### config.mk
export PLATFORM = sky130hd
export DESIGN_NAME = channel_tone_generator_flat
export DESIGN_NICKNAME = d
export VERILOG_FILES = /design/src/rtl/channel_tone_if.sv /design/src/rtl/channel_tone_generator.sv /design/src/flat_wrapper.sv
export SDC_FILE = /design/constraint.sdc
export NUM_CORES = 1
export LEC_CHECK = 0
export CORE_UTILIZATION = 58
export DETAILED_ROUTE_END_ITERATION = 16
export GPL_TIMING_DRIVEN = 0
export PLACE_DENSITY = 0.91
export SYNTH_ARGS = -nofsm -noshare
export SYNTH_HDL_FRONTEND = slang
export SYNTH_SLANG_ARGS = --single-unit
### constraint.sdc
create_clock -name i_clk -period 3.2 [get_ports i_clk]
set_input_delay 0.32 -clock i_clk [delete_from_list [all_inputs] [get_ports i_clk]]
set_output_delay 0.32 -clock i_clk [all_outputs]
set_load 0.02 [all_outputs]
### src/rtl/channel_tone_if.sv
// Sequencer-to-tone-generator bus: pitch/duty/waveform in, sample stream out.
// With CH_VOLUME_EN defined the bus also carries a 4-bit volume.
`timescale 1ns/1ps
interface channel_tone_if;
   logic        i_tick_stb;
   logic [31:0] i_phase_delta;
   logic [7:0]  i_top;
   logic        i_top_valid;
   logic [1:0]  i_waveform;
`ifdef CH_VOLUME_EN
   logic [3:0]  i_volume;
`endif
   logic [7:0]  o_sample;
   logic        o_sample_valid;

   modport master (
`ifdef CH_VOLUME_EN
      output i_volume,
`endif
      output i_tick_stb, i_phase_delta, i_top, i_top_valid, i_waveform,
      input  o_sample, o_sample_valid
   );

   modport slave (
`ifdef CH_VOLUME_EN
      input  i_volume,
`endif
      input  i_tick_stb, i_phase_delta, i_top, i_top_valid, i_waveform,
      output o_sample, o_sample_valid
   );
endinterface

### src/rtl/channel_tone_generator.sv
// Phase-accumulator tone source: square, triangle, sawtooth or LFSR noise, one sample per tick.
// Optional macro CH_VOLUME_EN adds a volume-scaling stage (latency 3 instead of 2).
`timescale 1ns/1ps
module channel_tone_generator #(
   parameter logic [14:0] LFSR_SEED     = 15'h7FFF,
   parameter logic [7:0]  SILENCE_LEVEL = 8'h80
) (
   input  logic           i_clk,
   input  logic           i_rst,
   channel_tone_if.slave  bus
);

   typedef enum logic [1:0] {
      WF_SQUARE   = 2'd0,
      WF_TRIANGLE = 2'd1,
      WF_SAW      = 2'd2,
      WF_NOISE    = 2'd3
   } waveform_e;

   logic [31:0] r_phase;
   logic [31:0] r_active_delta;
   logic [31:0] r_pending_delta;
   logic [7:0]  r_top;
   logic [14:0] r_lfsr;
   logic        r_s1_valid;
   logic [7:0]  r_sample;
   logic        r_sample_valid;

   logic [32:0] phase_sum;
   logic [7:0]  p;
   logic [7:0]  tri_ramp;
   logic [7:0]  shaped;
   waveform_e   wave;

   assign phase_sum = {1'b0, r_phase} + {1'b0, r_active_delta};
   assign p         = r_phase[31:24];
   assign tri_ramp  = {p[6:0], 1'b0};
   assign wave      = waveform_e'(bus.i_waveform);

   // Stage 1: accumulator, pitch adoption and noise LFSR.
   // NOTE: sequential state uses non-blocking assignments so every register samples pre-edge values.
   always_ff @(posedge i_clk) begin
      if (i_rst) begin
         r_phase         <= '0;
         r_active_delta  <= '0;
         r_pending_delta <= '0;
         r_top           <= 8'hFF;
         r_lfsr          <= LFSR_SEED;
         r_s1_valid      <= 1'b0;
      end else begin
         r_pending_delta <= bus.i_phase_delta;
         r_s1_valid      <= bus.i_tick_stb;
         if (bus.i_top_valid) begin
            r_top <= bus.i_top;
         end
         // A note starting from rest begins at phase 0; otherwise pitch changes wait for a wrap.
         if (r_active_delta == '0) begin
            r_active_delta <= r_pending_delta;
            r_phase        <= '0;
         end else if (bus.i_tick_stb) begin
            r_phase <= phase_sum[31:0];
            if (phase_sum[32]) begin
               r_active_delta <= r_pending_delta;
               r_lfsr         <= {r_lfsr[13:0], r_lfsr[14] ^ r_lfsr[13]};
            end
         end
      end
   end

   // Stage 2 waveform shaping from the accumulator's upper byte.
   always_comb begin
      // NOTE: default assigned first so no path leaves shaped unassigned (no latch).
      shaped = SILENCE_LEVEL;
      if (r_active_delta != '0) begin
         unique case (wave)
            WF_SQUARE:   shaped = (p <= {1'b0, r_top[7:1]}) ? 8'hFF : 8'h00;
            WF_TRIANGLE: shaped = p[7] ? ~tri_ramp : tri_ramp;
            WF_SAW:      shaped = p;
            WF_NOISE:    shaped = r_lfsr[0] ? 8'hFF : 8'h00;
         endcase
      end
   end

`ifdef CH_VOLUME_EN
   logic [7:0]         r_s2_sample;
   logic               r_s2_valid;
   logic signed [8:0]  vol_diff;
   logic signed [13:0] vol_prod;
   logic signed [13:0] vol_scaled;
   logic signed [14:0] vol_level;
   logic [7:0]         vol_sample;

   assign vol_diff   = $signed({1'b0, r_s2_sample}) - $signed({1'b0, SILENCE_LEVEL});
   assign vol_prod   = vol_diff * $signed({1'b0, bus.i_volume});
   assign vol_scaled = vol_prod >>> 4;
   assign vol_level  = {vol_scaled[13], vol_scaled} + $signed({7'd0, SILENCE_LEVEL});

   // Clamp to the unsigned 8-bit sample range.
   always_comb begin
      vol_sample = vol_level[7:0];
      if (vol_level[14]) begin
         vol_sample = 8'h00;
      end else if (|vol_level[13:8]) begin
         vol_sample = 8'hFF;
      end
   end

   always_ff @(posedge i_clk) begin
      if (i_rst) begin
         r_s2_sample    <= SILENCE_LEVEL;
         r_s2_valid     <= 1'b0;
         r_sample       <= SILENCE_LEVEL;
         r_sample_valid <= 1'b0;
      end else begin
         r_s2_valid     <= r_s1_valid;
         r_sample_valid <= r_s2_valid;
         if (r_s1_valid) begin
            r_s2_sample <= shaped;
         end
         if (r_s2_valid) begin
            r_sample <= vol_sample;
         end
      end
   end
`else
   always_ff @(posedge i_clk) begin
      if (i_rst) begin
         r_sample       <= SILENCE_LEVEL;
         r_sample_valid <= 1'b0;
      end else begin
         r_sample_valid <= r_s1_valid;
         if (r_s1_valid) begin
            r_sample <= shaped;
         end
      end
   end
`endif

   assign bus.o_sample       = r_sample;
   assign bus.o_sample_valid = r_sample_valid;

endmodule

### src/flat_wrapper.sv
// flat-port wrapper written by rule: the top's interface ports become plain ports
module channel_tone_generator_flat 
#(
   parameter logic [14:0] LFSR_SEED     = 15'h7FFF,
   parameter logic [7:0]  SILENCE_LEVEL = 8'h80
)
  (i_clk, i_rst, bus_i_tick_stb, bus_i_phase_delta, bus_i_top, bus_i_top_valid, bus_i_waveform, bus_o_sample, bus_o_sample_valid);
  channel_tone_if bus_i ();
  input  logic i_clk;
  input  logic i_rst;
  input wire logic [$bits(bus_i.i_tick_stb)-1:0] bus_i_tick_stb;
  input wire logic [$bits(bus_i.i_phase_delta)-1:0] bus_i_phase_delta;
  input wire logic [$bits(bus_i.i_top)-1:0] bus_i_top;
  input wire logic [$bits(bus_i.i_top_valid)-1:0] bus_i_top_valid;
  input wire logic [$bits(bus_i.i_waveform)-1:0] bus_i_waveform;
  output wire logic [$bits(bus_i.o_sample)-1:0] bus_o_sample;
  output wire logic [$bits(bus_i.o_sample_valid)-1:0] bus_o_sample_valid;
  assign bus_i.i_tick_stb = bus_i_tick_stb;
  assign bus_i.i_phase_delta = bus_i_phase_delta;
  assign bus_i.i_top = bus_i_top;
  assign bus_i.i_top_valid = bus_i_top_valid;
  assign bus_i.i_waveform = bus_i_waveform;
  assign bus_o_sample = bus_i.o_sample;
  assign bus_o_sample_valid = bus_i.o_sample_valid;
  channel_tone_generator #(.LFSR_SEED(LFSR_SEED), .SILENCE_LEVEL(SILENCE_LEVEL)) u_core (.i_clk(i_clk), .i_rst(i_rst), .bus(bus_i));
endmodule
After elaboration in Yosys (flattened, before gate mapping) --
Index checks and enable logic that the tools add are counted.
Word-level totals: flip-flop bits (word level) 129, input bits 46, output and inout bits 9, logic and storage cells 32
Operators by class: $add $sub $neg 1, $lt $le $gt $ge 1, equality and inequality tests 3, muxes and demuxes 8, bitwise operators 3, reductions and logical operators 8
Operators by type and width (count):
- $mux 32 | 3
- $add 32x32->33 | 1
- $logic_not 32->1 | 1
- $mux 8 | 4
- $pmux 8 s4 | 1
- $reduce_bool 32->1 | 1
- $le 8x7->1 | 1
- $not 8->8 | 1
- $eq 2x2->1 const B | 2
- $reduce_bool 2->1 | 2
- $reduce_and 3->1 | 1
- $eq 2x1->1 const B | 1
- $logic_not 2->1 | 1
- $reduce_and 2->1 | 1
- $reduce_or 2->1 | 1
- $not 1->1 | 1
- $xor 1x1->1 | 1

Logic depth before layout (Yosys ltp) --
depth in word-level cells 4, depth in mapped cells 12, mapped depth without buffers 10

Worst setup path before layout --
Ideal clock, no wire load.
kind reg2reg, start reg u_core.r_active_delta[0], end reg u_core.r_lfsr[13], setup time 129 ps, arrival time 2635 ps, data required time 3071 ps, slack 435 ps, cell stages (with the launch flop) 13, buffers on the path 2, clock period less this slack 2765 ps, cells stage by stage dfxtp_1 ha_1 fa_1 a211oi_2 o21bai_1 o211a_4 o31ai_2 o211a_2 o32a_1 buf_6 buf_12 mux2i_1 nand2_1
Between the ends: longest elaborated chain between the ends 3
RTL lines:
- from (decl) | line channel_tone_generator.sv:21 | logic [31:0] r_active_delta;
- from (signal assigned) | line channel_tone_generator.sv:58 | r_active_delta <= r_pending_delta;
- from (signal assigned) | line channel_tone_generator.sv:63 | r_active_delta <= r_pending_delta;
- parallel branches: the longest is 2 deep, another holds $add 32x32->33
- $reduce_and 3->1 (no source line) (*)
- to (signal assigned) | line channel_tone_generator.sv:64 | r_lfsr <= {r_lfsr[13:0], r_lfsr[14] ^ r_lfsr[13]};
- to (decl) | line channel_tone_generator.sv:24 | logic [14:0] r_lfsr;
Every way passes the cells marked *. A chain may end at the register's enable or synchronous reset.

Worst setup path after layout --
start reg u_core.r_active_delta[0], end reg u_core.r_phase[30]
Between the ends: longest elaborated chain between the ends 2
RTL lines:
- parallel branches: the longest is 2 deep, another holds $add 32x32->33
- to (signal assigned) | line channel_tone_generator.sv:61 | r_phase <= phase_sum[31:0];
- to (decl) | line channel_tone_generator.sv:20 | logic [31:0] r_phase;
Several ways; the timed one is not identified.

==> flow_summary.ini <==
[logic_synthesis]
synth-async-reset-ratio_pct = 0
yosysWarnings = 0
synth_edf_count = 0
syn_inst = 699
ys_seq_area_share_pct = 39.7
synth_area_leaders = dfxtp_1 (40%), mux2i_1 (10%), ha_1 (7.6%), nor2_1 (4.3%), a21o_1 (3.7%)
synth_top_cell_by_area = dfxtp_1
syn_area_mm2 = 0.00646
synth_top_area_share_pct = 39.7
avgSynthCellArea_um2 = 9.24
ys.flop_type = dfxtp_1
synth_nets = 785
synth_seq_cells = 128
ys_types = 64

[floorplanning]
dieArea_mm2 = 0.0116
start_util_pct = 59.6
die_w_um = 108
dieHeight_um = 108
core_region_area_mm2 = 0.0108
row_count = 38
ios = 55

[clock_tree]
cts_buffers = 17
clock_latency_ps = 540
cts_sinks = 128
cts.path.max_buffers = 2
htreeDepth = 4
path_clk_slew_ps = 60
hold_buffers = 0
cts_tree = built
cts_root_buf = clkbuf_8

[finish]
layout_commonest_cell = dfxtp_1
mostFrequentLayoutCells = dfxtp_1 (128), nor2_1 (74), mux2i_1 (66), clkdlybuf4s50_1 (51), ha_1 (39)
final_util_pct = 71.5
final_nets = 856
n_antenna_cell = 0
synthToLayoutAreaGrowth_pct = 20.0
drive_above_1_share_pct = 7.15

[routing]
vias = 5551
routed_wirelength_um = 16100
ant_nets = 0
first_pass_iters = 12
drc_errors = 3
first_iter_violations = 429
drt-vias-per-instance = 6.01
wl_per_cell_um = 17.5

[place]
io_buffer_count = 51
place_congestion = 0.906
hpwlAfterDp_um = 11400

[critical_path]
ff2ff_path_depth = 10
worstReg2RegStart = u_core.r_active_delta[0]
r2r_end = u_core.r_phase[30]
critPathLaunchType = flip-flop
criticalPathCategory = reg -> reg
endpoint_kind = flip-flop
critPathMaxFanout = 4
worst-r2r-setup-slack_ps = 30
crit_required_ps = 3620
cp.arrival_ps = 3590

[min_path]
min-delay-start = bus_i_phase_delta[17]
hold_path.class = in -> reg
min_to = u_core.r_pending_delta[17]
hold_depth = 2

[sta]
setup_viol = 0
finClkSkew_ps = 13.2
slew_viol_final = 0
finalHoldViolCount = 0
worst_pin_slew_ps = 853
holdWs_ps = 330
slew_headroom_pct = 43.1
rsz0062_at_grt = false
period_share_pct = 99.0
setup_tns_ps = 0
fmax_mhz = 316
period_minus_slack_ps = 3170

[global_routing]
groute.usage.overall_pct = 29.6
grtUsageMet3_pct = 6.48
antenna_found_initial = 0
grt_pass1_wl_um = 26300
busiest_layer = met2
met1_usage_pct = 36.2
grt_max_degree = 17
grt-ovfl-total = 0
globalRouteMet2Util_pct = 49.6
grt_pass1_vias = 5420

[job]
cap_violations = 0

[power]
power_density_mw_per_mm2 = 1040
p_total_w = 0.00805
ir_drop_v = 0.00106
leakagePower_nw = 3.62

[outcome]
violations = DRC
status = finished, violations left
-- Yosys cell counts (3+ instances only) --
master    instances
dfxtp_1         128
nor2_1           74
mux2i_1          66
ha_1             39
a21oi_1          35
nand2_1          35
nor2b_1          35
a21o_1           32
o21ai_0          23
clkbuf_1         21
inv_1            16
xnor2_1          16
nand3_1          13
xor2_1           13
nand4_1          12
o211ai_1         11
nor4_1            9
o21a_1            9
o21ai_1           9
or3_1             9
buf_2             8
a22o_1            7
a211oi_1          6
a31oi_1           6
nor3b_1           6
nor3_1            5
and4_1            4
o21bai_1          4
and2_1            3
and3_1            3
buf_1             3
buf_4             3
-- through the flow --
| step | worst slack, ps | cells | area [um2] |
|---|---|---|---|
| CTS | 61.5 | 922 | 7730 |
| finish | 32.3 | 923 | 7750 |
| global route | 29.6 | 923 | 7750 |
| detailed placement | 100 | 890 | 7150 |
| floorplan | 435 | 699 | 6460 |
| global placement | 152 | 890 | 7150 |
-- timing repair --
action	CTS	global route
setup buffers	0	1
setup endpoints to repair	0	28
resized for setup	0	3
-- worst max path at each step --
stage | cells past startpoint | to | slack (ps) | startpoint
finish | 10 | u_core.r_phase[30] | 30 | u_core.r_active_delta[0]
global route | 12 | u_core.r_lfsr[10] | 30 | u_core.r_active_delta[0]
CTS | 10 | u_core.r_phase[30] | 60 | u_core.r_active_delta[0]
detailed placement | 10 | u_core.r_phase[30] | 100 | u_core.r_active_delta[0]
global placement | 12 | u_core.r_lfsr[6] | 150 | u_core.r_active_delta[0]
floorplan | 12 | u_core.r_lfsr[13] | 440 | u_core.r_active_delta[0]
-- registers in the layout (all words and copies together), names as in the netlist --
signal and flops:
u_core.r_pending_delta 32, u_core.r_phase 32, u_core.r_top 7, u_core.bus.o_sample 8, u_core.r_s1_valid 1, u_core.r_active_delta 32
u_core.bus.o_sample_valid 1, u_core.r_lfsr 15
-- power breakdown --
group / leakage [nW] / total, W / internal, W / switching (W)
Combinational: 2.28 / 0.00393 / 0.00163 / 0.00230
Sequential: 1.05 / 0.00225 / 0.00192 / 0.000331
Clock: 0.288 / 0.00187 / 0.00114 / 0.000728
-- cells by family after synthesis --
| kind of cell | synth area share (%) |
|---|---|
| flip-flops | 39.7 |
| XOR/XNOR | 3.93 |
| AND/OR/NAND/NOR | 17.1 |
| adder cells (fa/ha/maj) | 7.86 |
| buffers and inverters | 3.78 |
| multiplexers | 10.2 |
| AO/OA/AOI/OAI | 17.5 |
-- area by class of cell --
| cell class | count | area, um2 |
|---|---|---|
| Clock buffer | 22 | 483 |
| Inverter | 16 | 60.1 |
| Clock inverter | 10 | 100 |
| Buffer | 37 | 184 |
| Sequential cell | 128 | 2560 |
| Timing Repair Buffer | 52 | 518 |
| Multi-Input combinational cell | 518 | 3670 |
| Tap cell | 140 | 175 |
| Fill cell | 732 | 3090 |
-- layer usage --
layer / vias up / routed length (um)
li1: 2661 / -
met1: 2621 / 6810
met2: 228 / 7800
met3: 41 / 1070
met4: 0 / 452
met5: - / 0
-- critical path, stage by stage (launching register included) --
cell      delay, ps
dfxtp_1         350
ha_1            260
fa_2            390
a211oi_2        230
o21bai_2        130
o211a_4         300
o41ai_2         460
o21bai_1        270
a31oi_1         360
mux2i_1         120
a31o_1          190
Note: power is estimated with default switching activity, not from simulation.
